===== src/rtl/gray_codec_pkg.sv =====
// Shared constants for the Gray/binary converter pipeline: mode encodings,
// legal parameter ranges and the per-stage bit-slice width helper.
package gray_codec_pkg;

  localparam logic MODE_G2B = 1'b0;
  localparam logic MODE_B2G = 1'b1;

  localparam int STAGES_MIN     = 1;
  localparam int STAGES_MAX     = 4;
  localparam int DATA_WIDTH_MIN = 2;
  localparam int DATA_WIDTH_MAX = 64;

  // Bits handled by each stage; the last stages may get fewer (or none) when
  // the width does not divide evenly.
  function automatic int slice_width(input int data_width, input int stages);
    return (data_width + stages - 1) / stages;
  endfunction

endpackage


===== src/rtl/gray_codec_stage.sv =====
// One pipeline slice: valid/ready register plus the part of the XOR prefix
// that falls in this stage's bit slice (err bit only with GRAY_STEP_CHECK_EN).
module gray_codec_stage
  import gray_codec_pkg::*;
#(
  parameter int DATA_WIDTH = 16,
  parameter int STAGE_IDX  = 0,
  parameter int SLICE_W    = 8
) (
  input  logic                  clk,
  input  logic                  reset,
  input  logic                  valid_i,
  input  logic                  mode_i,
  input  logic [DATA_WIDTH-1:0] data_i,
`ifdef GRAY_STEP_CHECK_EN
  input  logic                  err_i,
  output logic                  err_o,
`endif
  output logic                  valid_o,
  output logic                  mode_o,
  output logic [DATA_WIDTH-1:0] data_o,
  input  logic                  ready_i
);

  logic                  valid_q;
  logic                  mode_q;
  logic [DATA_WIDTH-1:0] data_q;
  logic [DATA_WIDTH-1:0] data_d;
  logic                  load;

  assign load = !valid_q || ready_i;

  // Gray-to-binary slices run from the MSB down (bit i needs the finished bit
  // i+1); binary-to-Gray slices run from the LSB up (bit i needs raw bit i+1).
  always_comb begin
    // NOTE: default assignment first so every path writes data_d -- no latch.
    data_d = data_i;
    if (mode_i == MODE_B2G) begin
      for (int i = 0; i < DATA_WIDTH - 1; i++) begin
        if (i / SLICE_W == STAGE_IDX) data_d[i] = data_d[i] ^ data_d[i+1];
      end
    end else begin
      for (int i = DATA_WIDTH - 2; i >= 0; i--) begin
        if ((DATA_WIDTH - 1 - i) / SLICE_W == STAGE_IDX) data_d[i] = data_d[i] ^ data_d[i+1];
      end
    end
  end

  always_ff @(posedge clk) begin
    // NOTE: non-blocking assignments for all state so stages update in lockstep.
    if (reset) begin
      valid_q <= 1'b0;
      mode_q  <= MODE_G2B;
      // NOTE: data is reset too, so out_data reads 0 after reset, not stale bits.
      data_q  <= '0;
    end else if (load) begin
      valid_q <= valid_i;
      if (valid_i) begin
        mode_q <= mode_i;
        data_q <= data_d;
      end
    end
  end

`ifdef GRAY_STEP_CHECK_EN
  logic err_q;

  always_ff @(posedge clk) begin
    if (reset) err_q <= 1'b0;
    else if (load && valid_i) err_q <= err_i;
  end

  assign err_o = err_q;
`endif

  assign valid_o = valid_q;
  assign mode_o  = mode_q;
  assign data_o  = data_q;

endmodule


===== src/rtl/gray_codec_pipe.sv =====
// Gray<->binary converter, STAGES-deep elastic pipeline with collapsing bubbles.
// Optional GRAY_STEP_CHECK_EN adds out_err: Hamming step > 1 between mode-0 inputs.
module gray_codec_pipe
  import gray_codec_pkg::*;
#(
  parameter int DATA_WIDTH = 16,
  parameter int STAGES     = 2
) (
  input  logic                  clk,
  input  logic                  reset,
  input  logic                  in_valid,
  output logic                  in_ready,
  input  logic                  in_mode,
  input  logic [DATA_WIDTH-1:0] in_data,
  output logic                  out_valid,
  input  logic                  out_ready,
  output logic                  out_mode,
  output logic [DATA_WIDTH-1:0] out_data
`ifdef GRAY_STEP_CHECK_EN
  ,
  output logic                  out_err
`endif
);

  localparam int SLICE_W = slice_width(DATA_WIDTH, STAGES);

  // Index 0 is the input port, index k+1 the output of stage k.
  logic [STAGES:0]                 valid_s;
  logic [STAGES:0]                 mode_s;
  logic [STAGES:0][DATA_WIDTH-1:0] data_s;
  logic [STAGES-1:0]               ds_ready;

  assign valid_s[0] = in_valid;
  assign mode_s[0]  = in_mode;
  assign data_s[0]  = in_data;

  // Stage k may load when any stage after it is empty or the sink is taking a
  // beat; derived from registered valids so there is no ripple through stages.
  always_comb begin
    for (int k = 0; k < STAGES; k++) begin
      ds_ready[k] = out_ready;
      for (int j = k + 1; j < STAGES; j++) begin
        if (!valid_s[j+1]) ds_ready[k] = 1'b1;
      end
    end
  end

  assign in_ready = !valid_s[1] || ds_ready[0];

`ifdef GRAY_STEP_CHECK_EN
  logic [STAGES:0]           err_s;
  logic [DATA_WIDTH-1:0]     hist_q;
  logic                      hist_valid_q;
  logic                      step_err;

  assign step_err = hist_valid_q && ($countones(in_data ^ hist_q) > 1);
  assign err_s[0] = (in_mode == MODE_G2B) && step_err;

  // History tracks accepted Gray-to-binary inputs only.
  always_ff @(posedge clk) begin
    if (reset) begin
      hist_q       <= '0;
      hist_valid_q <= 1'b0;
    end else if (in_valid && in_ready && in_mode == MODE_G2B) begin
      hist_q       <= in_data;
      hist_valid_q <= 1'b1;
    end
  end

  assign out_err = err_s[STAGES];
`endif

  for (genvar k = 0; k < STAGES; k++) begin : g_stage
    gray_codec_stage #(
      .DATA_WIDTH (DATA_WIDTH),
      .STAGE_IDX  (k),
      .SLICE_W    (SLICE_W)
    ) u_stage (
      .clk     (clk),
      .reset   (reset),
      .valid_i (valid_s[k]),
      .mode_i  (mode_s[k]),
      .data_i  (data_s[k]),
`ifdef GRAY_STEP_CHECK_EN
      .err_i   (err_s[k]),
      .err_o   (err_s[k+1]),
`endif
      .valid_o (valid_s[k+1]),
      .mode_o  (mode_s[k+1]),
      .data_o  (data_s[k+1]),
      .ready_i (ds_ready[k])
    );
  end

  assign out_valid = valid_s[STAGES];
  assign out_mode  = mode_s[STAGES];
  assign out_data  = data_s[STAGES];

endmodule


===== config.mk =====
export PLATFORM = sky130hd
export DESIGN_NAME = gray_codec_pipe
export DESIGN_NICKNAME = d
export VERILOG_FILES = /design/src/rtl/gray_codec_pkg.sv /design/src/rtl/gray_codec_stage.sv /design/src/rtl/gray_codec_pipe.sv
export SDC_FILE = /design/constraint.sdc
export NUM_CORES = 1
export LEC_CHECK = 0
export ABC_CLOCK_PERIOD_IN_PS = 3400
export BUFFER_PORTS_ARGS = -buffer_cell sky130_fd_sc_hd__buf_4
export CAP_MARGIN = 20
export CORE_ASPECT_RATIO = 1.1
export CORE_MARGIN = 1
export CORE_UTILIZATION = 58
export DETAILED_ROUTE_END_ITERATION = 10
export PLACE_DENSITY = 0.84
export REMOVE_ABC_BUFFERS = 1
export SYNTH_ARGS = -nofsm -noshare
export SYNTH_HDL_FRONTEND = slang
export SYNTH_SLANG_ARGS = --single-unit

===== constraint.sdc =====
create_clock -name clk -period 3.4 [get_ports clk]
set_clock_uncertainty 0.05 [all_clocks]
set_input_delay 0.17 -clock clk [delete_from_list [all_inputs] [get_ports clk]]
set_output_delay 0.17 -clock clk [all_outputs]
set_load 0.005 [all_outputs]

# Word level (Yosys, flattened, before mapping)
# Index checks and enable logic that the tools add are counted.
# totals
register_bits	36
latchBits	0
ramBits	0
mem_bits_ro	0
in_bits	21
out_inout_bits	19
n_memories	0
# classes
addsub	0
n_mul	0
n_div	0
order_cmp	0
n_eq_ne	0
n_shift	0
n_mux	18
n_bitwise	30
reduce_logical	6
# op_table
op	n
1-bit XOR	30
8-bit two-way mux	2
1-bit two-way mux	14
7-bit two-way mux	2
2-bit AND reduction	2
1-bit logical NOT	2
1-bit logical OR	2

# Logic depth before layout (Yosys ltp)
# Gate-level depths: netlist of run 1.
# logic_depth
depth_word	16
mapped_depth	7

# Cells and area by module
# A second synthesis of run 1 with hierarchy kept.
# hier_totals
cells_unflattened	210
area_unflattened_um2	1813.0
# by_module_without_submodules
module	instances	cells_per_inst	area_per_inst_um2	seq_area_each_um2
gray_codec_stage at g_stage[0].u_stage	1	104	924.6	360.3
gray_codec_stage at g_stage[1].u_stage	1	104	874.6	360.3
gray_codec_pipe	1	2	13.8	0.0

# Worst setup path after synthesis of run 1
# No wires, ideal clock.
# synth_path
kind	reg-to-reg
start	reg g_stage[0].u_stage.data_q[7]
end	reg g_stage[1].u_stage.data_q[1]
t_arrival_ps	1697
slack_ps	1562
path_stages_with_launch	6
path_buffers	0
path_cell_list	dfxtp_1 xnor2_2 xnor3_2 xor2_1 or3_1 a311oi_1
# synth_via
elab_chain_len	15
# synth_rtl
element	line_no	source
start, declared	gray_codec_stage.sv:27	logic [DATA_WIDTH-1:0] data_q;
start signal, assigned	gray_codec_stage.sv:60	data_q <= data_d;
1-bit XOR	gray_codec_stage.sv:44	if ((DATA_WIDTH - 1 - i) / SLICE_W == STAGE_IDX) data_d[i] = data_d[i] ^ data_d[i+1];
1-bit two-way mux	gray_codec_stage.sv:38	if (mode_i == MODE_B2G) begin
1-bit XOR	gray_codec_stage.sv:44	
1-bit two-way mux	gray_codec_stage.sv:38	
1-bit XOR	gray_codec_stage.sv:44	
1-bit two-way mux	gray_codec_stage.sv:38	
1-bit XOR	gray_codec_stage.sv:44	
1-bit two-way mux	gray_codec_stage.sv:38	
1-bit XOR	gray_codec_stage.sv:44	
1-bit two-way mux	gray_codec_stage.sv:38	
1-bit XOR	gray_codec_stage.sv:44	
1-bit two-way mux	gray_codec_stage.sv:38	
1-bit XOR	gray_codec_stage.sv:44	
1-bit two-way mux	gray_codec_stage.sv:38	
8-bit two-way mux	gray_codec_stage.sv:38	
end signal, assigned	gray_codec_stage.sv:60	
end, declared	gray_codec_stage.sv:27	
# No other way between the ends. The select of a mux whose other input is x is not followed.
# A chain may end at the register's enable or synchronous reset.

# Worst setup path in the final report of run 1
# layout_path
start	reg g_stage[0].u_stage.data_q[8]
end	reg g_stage[1].u_stage.data_q[1]
# Same word-level chain as after synthesis.

==> results of run 1 <==
-- cell type report --
class                      count  area, um2
multi-input combinational    147        980
tap                           34       42.5
timing repair buffer          41        348
fill                         265        943
sequential                    36        721
clock buffer                   8       58.8
inverter                       2       7.51
-- through the flow --
step                worst slack [ns]  utilization
floorplan                       1.56            -
global placement                1.52        0.659
detailed placement              1.44        0.659
CTS                             1.43        0.678
global route                    1.34        0.696
finish                          1.44        0.696
-- how the worst max path moves through the flow --
stage | from | to | slack [ns] | depth (start not counted)
global route | g_stage[0].u_stage.data_o[8]$_SDFFE_PP0P_ | g_stage[1].u_stage.data_o[1]$_SDFFE_PP0P_ | 1.34 | 5
global placement | g_stage[0].u_stage.data_o[8]$_SDFFE_PP0P_ | g_stage[1].u_stage.data_o[1]$_SDFFE_PP0P_ | 1.52 | 5
floorplan | g_stage[0].u_stage.data_o[7]$_SDFFE_PP0P_ | g_stage[1].u_stage.data_o[1]$_SDFFE_PP0P_ | 1.56 | 5
finish | g_stage[0].u_stage.data_o[8]$_SDFFE_PP0P_ | g_stage[1].u_stage.data_o[1]$_SDFFE_PP0P_ | 1.44 | 5
CTS | g_stage[0].u_stage.data_o[8]$_SDFFE_PP0P_ | g_stage[1].u_stage.data_o[1]$_SDFFE_PP0P_ | 1.43 | 5
detailed placement | in_data[15] | g_stage[0].u_stage.data_o[8]$_SDFFE_PP0P_ | 1.44 | 6
-- power by group through the flow --
stage	registers (mW)	logic [mW]	clock network, mW
finish	0.486	0.254	0.234
global route	0.492	0.282	0.262
CTS	0.487	0.247	0.241
detailed placement	0.497	0.247	0
global placement	0.494	0.239	0
floorplan	0.492	0.170	0
-- synth_stat cells (all sizes together) --
master,count
a211oi,23
a21oi,3
a311oi,5
and2,2
buf,21
clkbuf,10
dfxtp,36
dlygate4sd1,1
inv,2
mux2,1
mux2i,6
nand2,16
nand2b,1
nor2,38
nor2b,3
o21ai,6
or2,1
or3,5
xnor2,17
xnor3,2
xor2,18
-- logic make-up after synthesis --
kind of cell    count (synthesis)  synth area share
compound gates                 37             0.137
xor+xnor                       37             0.193
buf+inv                        34             0.109
flops                          36             0.378
mux                             7            0.0374
simple gates                   66             0.146
-- sequential cells by signal, summed over array words and instances (netlist names) --
register and count:
g_stage.u_stage.data_o 32, g_stage.u_stage.mode_o 2, g_stage.u_stage.valid_o 2
-- layer usage --
metal  up-vias  global-route usage  wire length (um)
li1        740                   -                 -
met1       596               0.226              1470
met2        28               0.293              1470
met3         6              0.0563               121
met4         0               0.103                59
met5         -                   0                 0
-- critical path, stage by stage, from the launching register on --
cell and delay [ns]:
dfxtp_1 0.43, xnor2_2 0.16, xnor3_2 0.50, xor2_1 0.16
or3_1 0.30, a311oi_1 0.27
==> metrics.md, run 1 <==
| Metric | Value |
|---|---|
| Worst Path Max Fanout | `4` |
| Reg2Reg Depth | `5` |
| RR Startpoint | `g_stage[0].u_stage.data_o[8]$_SDFFE_PP0P_` |
| CP Class | `reg -> reg` |
| Detailed-route DRC error count | `10` |
| Synth Register Bits | `36` |
| CP Launch Type | `flip-flop` |
| Setup bufs post-CTS | `0` |
| DR iter-0 viols | `24` |
| Netlist cell types | `25` |
| Total CTS buffers | `5` |
| Final hold vios | `0` |
| YS warnings | `0` |
| First-pass detailed-route iteration total | `7` |
| Final WL | `3.12 mm` |
| Sequential Power Share | `0.499` |
| Post-Syn Instances | `about 220` |
| Via count | `1,370` |
| R2R setup slack | `1.44 ns` |
| Placer Congestion | `0.728` |
| H-tree levels | `2` |
| IO buf count | `39` |
| Most frequent cells in the layout | `buf_4, nor2_1, dfxtp_1` |
| Row cnt | `21` |
| Slew at the pin closest to its max-slew limit | `0.630 ns` |
| Die width | `56.7 um` |
| Hold Path End | `g_stage[0].u_stage.data_o[15]$_SDFFE_PP0P_` |
| Initial antenna violation count | `0` |
| Share of the synthesized area in the top cell type | `0.378` |
| Io pins | `40` |
| Max VDD drop | `0.207 mV` |
| Gr ovfl total | `0` |
| CTS sink cnt | `36` |
| Dpl cell area | `2040 um2` |
| Cts hold-fix bufs | `0` |
| Post-Layout Inst Area | `about 2200 um2` |
| Largest net degree at the start of global routing | `37` |
| Syn-to-layout area delta | `13.0%` |
| Diode count | `0` |
| Pins Over Slew Limit | `0` |
| CTS tree | `built` |
| DR WL/cell | `between 10 and 15 um` |
| Synth area leaders | `dfxtp_1, a211oi_1, xor2_1, buf_4, nor2_1` |
| Power per cell area | `between 400 and 500 nW/um2` |
| Die Height | `62.2 um` |
| Total GRT Usage | `0.187` |
| Post-route clock period utilization | `0.577` |
| Antenna-violating nets left | `0` |
| Skew-Pair Late Insertion Delay | `0.34 ns` |
| CP endpoint kind | `flip-flop` |
| Root buffer cell | `clkbuf_4` |
| Setup TNS | `0 ns` |
| Net count, final | `254` |
| Relative max-transition margin | `0.579` |
| Failing checks | `design-rule violations` |
| Via/cell ratio | `5.11` |
| Comb pwr share | `0.260` |
| Switch share | `0.282` |
| Mean post-synth cell area | `8.79 um2` |
| Tot Pwr | `0.974 mW` |
| Switching pwr | `0.274 mW` |
| Dominant cell type by area after synthesis | `dfxtp_1` |
| Core area | `3100 um2` |
| Initial Util | `0.615` |
| WHS Path Cells | `3` |
| Layout cell share with drive strength beyond 1 | `0.226` |
| Clk pin slew, worst setup/hold paths | `~0.1 ns` |
| Hold WC Path Type | `in -> reg` |
| FMAX | `510 MHz` |
| Worst-case clock buffer depth | `2` |
| First-pass GRT wire length | `5.04 mm` |
| Die footprint | `~3500 um2` |
| RSZ-0062 raised after global routing | `false` |
| Worst EP arrival | `2.16 ns` |
| Worst Min Path Start | `in_data[15]` |
| Cells after DPL | `258` |
| Cts repair resizes | `0` |
| Vias in the first global route | `1,174` |
| WP data required | `roughly 3.6 ns` |
| Internal power | `0.700 mW` |
| # setup viols final | `0` |
| Final instance count without filler cells | `268` |
| Max_cap viols | `0` |
| Post-Syn Area | `between 1500 and 2000 um2` |
| Clock power share | `0.240` |
| Status | `complete, but fails checks` |
| HPWL Detailed | `2.15 mm` |
| RR Endpoint | `g_stage[1].u_stage.data_o[1]$_SDFFE_PP0P_` |
| Share of the yosys chip area belonging to registers | `0.378` |
| Leakage power | `0.883 nW` |
| Post-layout minimum cycle time | `1.96 ns` |
| Commonest non-fill, non-tap cell in the layout | `buf_4` |
| Hold slack | `0.0277 ns` |
No activity file was read; power rests on OpenSTA's default activity.
==> run 2, diff against run 1 <==
--- a/config.mk
+++ b/config.mk
@@ -5,14 +5,15 @@
 export SDC_FILE = /design/constraint.sdc
 export NUM_CORES = 1
 export LEC_CHECK = 0
-export ABC_CLOCK_PERIOD_IN_PS = 3400
+export ABC_AREA = 1
+export ABC_CLOCK_PERIOD_IN_PS = 1950
 export BUFFER_PORTS_ARGS = -buffer_cell sky130_fd_sc_hd__buf_4
 export CAP_MARGIN = 20
 export CORE_ASPECT_RATIO = 1.1
 export CORE_MARGIN = 1
-export CORE_UTILIZATION = 58
+export CORE_UTILIZATION = 54
 export DETAILED_ROUTE_END_ITERATION = 10
-export PLACE_DENSITY = 0.84
+export PLACE_DENSITY = 0.79
 export REMOVE_ABC_BUFFERS = 1
 export SYNTH_ARGS = -nofsm -noshare
 export SYNTH_HDL_FRONTEND = slang
==> constraint.sdc (replaced) <==
create_clock -name clk -period 1.95 [get_ports clk]
set_clock_uncertainty 0.05 [all_clocks]
set_input_delay 0.0975 -clock clk [delete_from_list [all_inputs] [get_ports clk]]
set_output_delay 0.0975 -clock clk [all_outputs]
set_load 0.005 [all_outputs]
==> metrics.md, run 2 <==
| Metric | Value |
|---|---|
| Post-route clock period utilization | `0.893` |
| Ys async rst share | `0` |
| Initial Util | `0.565` |
| CP endpoint kind | `flip-flop` |
| Filler instances | `304` |
| Setup WS post-layout | `about 0.21 ns` |
| Final WL | `3.79 mm` |
| RR Startpoint | `g_stage[0].u_stage.data_o[8]$_SDFFE_PP0P_` |
| Max_cap viols | `0` |
| Io pins | `40` |
| Core area | `3330 um2` |
| WP data required | `2.14 ns` |
| R2R setup slack | `0.30 ns` |
| CP Launch Type | `input port` |
| H-tree levels | `2` |
| Share of the synthesized area in the top cell type | `0.383` |
| Via/cell ratio | `5.06` |
| Most instantiated cells after synthesis | `a21oi_1, nand2_1, dfxtp_1` |
| Post-Layout Inst Area | `2210 um2` |
| Layout cell share with drive strength beyond 1 | `0.237` |
| Slew at the pin closest to its max-slew limit | `0.342 ns` |
| Leakage power | `0.998 nW` |
| Final core occ | `0.662` |
| Die Height | `63.9 um` |
| Max VDD drop | `0.384 mV` |
| Hold slack | `a little under 0.01 ns` |
| Slowest CP cell | `dlygate4sd3_1` |
| DR WL/cell | `~12 um` |
| Post-Syn Area | `1880 um2` |
| IO buf count | `39` |
| Detailed-route DRC error count | `0` |
| CTS tree | `built` |
| Cell count along the critical path | `12` |
| Gr ovfl total | `0` |
| Top FF cell, synth | `dfxtp_1` |
| Vias in the first global route | `around 1.6k` |
| Post-synth EDFFs | `0` |
| Synth Register Bits | `36` |
| Placer Congestion | `between 0.7 and 0.8` |
| Final hold vios | `0` |
| Die width | `between 50 and 60 um` |
| Most frequent cells in the layout | `buf_4, a21oi_1, nand2_1` |
| Worst EP arrival | `1.93 ns` |
| Die footprint | `about 3700 um2` |
| Final instance count without filler cells | `327` |
| First-pass detailed-route iteration total | `6` |
| Power per cell area | `between 700 and 800 nW/um2` |
| Pins Over Slew Limit | `0` |
| Crit path from | `in_data[15]` |
| Hold WC Path Type | `in -> reg` |
| Post-Syn Instances | `250` |
| Tot Pwr | `1.65 mW` |
| Total CTS buffers | `5` |
| Mean post-synth cell area | `7.52 um2` |
| WHS Path Cells | `3` |
| YS warnings | `0` |
| Post-layout minimum cycle time | `about 1.7 ns` |
| FMAX | `574 MHz` |
| CP peak stage delay | `0.57 ns` |
| Setup TNS | `0 ns` |
| Synth area leaders | `dfxtp_1, a21oi_1, xor2_1, o21ai_0, nand2_1` |
| RSZ-0062 raised after global routing | `false` |
| CP Class | `in -> reg` |
| Row cnt | `22` |
| Total GRT Usage | `0.231` |
| Reg2Reg Depth | `15` |
| Root buffer cell | `clkbuf_4` |
| Largest net degree at the start of global routing | `22` |
| Via count | `about 1.7k` |
| Worst-path cell chain | `dlygate4sd3_1 > buf_4 > xnor2_2 > xnor2_1 > xor2_1 > inv_1 > nand2_2 > nand3_2 > nand2_1 > nand3_1 > nand2_1 > inv_1` |
| DR iter-0 viols | `43` |
| Most common cell in the netlist | `a21oi_1` |
| Share of the yosys chip area belonging to registers | `0.383` |
| Relative max-transition margin | `0.770` |
| Dpl cell area | `~2100 um2` |
| Commonest non-fill, non-tap cell in the layout | `buf_4` |
| Dominant cell type by area after synthesis | `dfxtp_1` |
| First-pass GRT wire length | `~6.7 mm` |
| Cell family with most CP delay | `buffers and inverters` |
| Diode count | `0` |
| Initial antenna violation count | `0` |
| Netlist cell types | `22` |
| Clk pin slew, worst setup/hold paths | `0.10 ns` |
| Largest register FFs | `32` |
| # setup viols final | `0` |
| RR Endpoint | `g_stage[1].u_stage.data_o[0]$_SDFFE_PP0P_` |
| Syn-to-layout area delta | `17.3%` |
| Status | `finished clean` |
| Cells after DPL | `317` |
| Pre-CTS WS | `0.336 ns` |
| Net count, final | `299` |
| Crit path to | `g_stage[0].u_stage.data_o[8]$_SDFFE_PP0P_` |
| Antenna-violating nets left | `0` |
| HPWL Detailed | `approximately 2.8 mm` |
| Worst Path Max Fanout | `3` |
| Skew-Pair Late Insertion Delay | `0.33 ns` |
| CTS sink cnt | `36` |
| Worst-case clock buffer depth | `2` |
| Worst Path Buf+Inv | `4` |
==> run 2: cell type report <==
type / instances / area, um2 / share of cell area
Multi-Input combinational cell: 167 / 926 / 0.420
Sequential cell: 36 / 721 / 0.327
Timing Repair Buffer: 48 / 365 / 0.166
Inverter: 20 / 75.1 / 0.0340
Tap cell: 48 / 60.1 / 0.0272
Clock buffer: 8 / 58.8 / 0.0267
==> run 2: worst min-delay path, stage by stage <==
cell and delay [ns]:
buf_4 0.10, xnor2_1 0.11, a21oi_1 0.05
==> run 2: repair_timing <==
item,in CTS,in global routing
buffers inserted,0,0
endpoints found under the hold margin,6,0
endpoints found under the setup margin,0,1
hold buffers,2,0
resized for setup,0,1
==> run 2: worst min-delay path by stage <==
stage | from | end | slack [ns]
floorplan | reset | g_stage[0].u_stage.data_o[10]$_SDFFE_PP0P_ | 0.12
global placement | reset | g_stage[0].u_stage.data_o[14]$_SDFFE_PP0P_ | 0.29
detailed placement | reset | g_stage[0].u_stage.data_o[10]$_SDFFE_PP0P_ | 0.29
global route | in_data[13] | g_stage[0].u_stage.data_o[13]$_SDFFE_PP0P_ | 0.02
CTS | in_data[13] | g_stage[0].u_stage.data_o[13]$_SDFFE_PP0P_ | 0.001
finish | in_data[13] | g_stage[0].u_stage.data_o[13]$_SDFFE_PP0P_ | 0.01
==> run 2: power breakdown <==
part	total (mW)	switching (mW)	leakage, nW	internal (mW)
Sequential	0.837	0.0429	0.298	0.794
Combinational	0.404	0.220	0.668	0.184
Clock	0.409	0.231	0.0326	0.178
Total	1.65	0.493	0.998	1.16
==> run 2: kinds of logic (layout without fill, tap and decap cells) <==
logic type | count (synthesis) | count (layout) | share of synthesized area
DFF | 36 | 36 | 0.383
AOI/OAI and AO/OA | 74 | 74 | 0.202
xor gates and xnor gates | 23 | 23 | 0.107
and+or+nand+nor | 70 | 70 | 0.179
buffers and inverters | 47 | 76 | 0.128
==> run 2: routing by layer <==
metal / up-vias / share of wire / GRT usage
met5: - / 0 / 0
met4: 0 / 0.017 / 0.0923
met3: 7 / 0.031 / 0.0466
met2: 31 / 0.48 / 0.386
met1: 744 / 0.47 / 0.286
li1: 871 / - / -
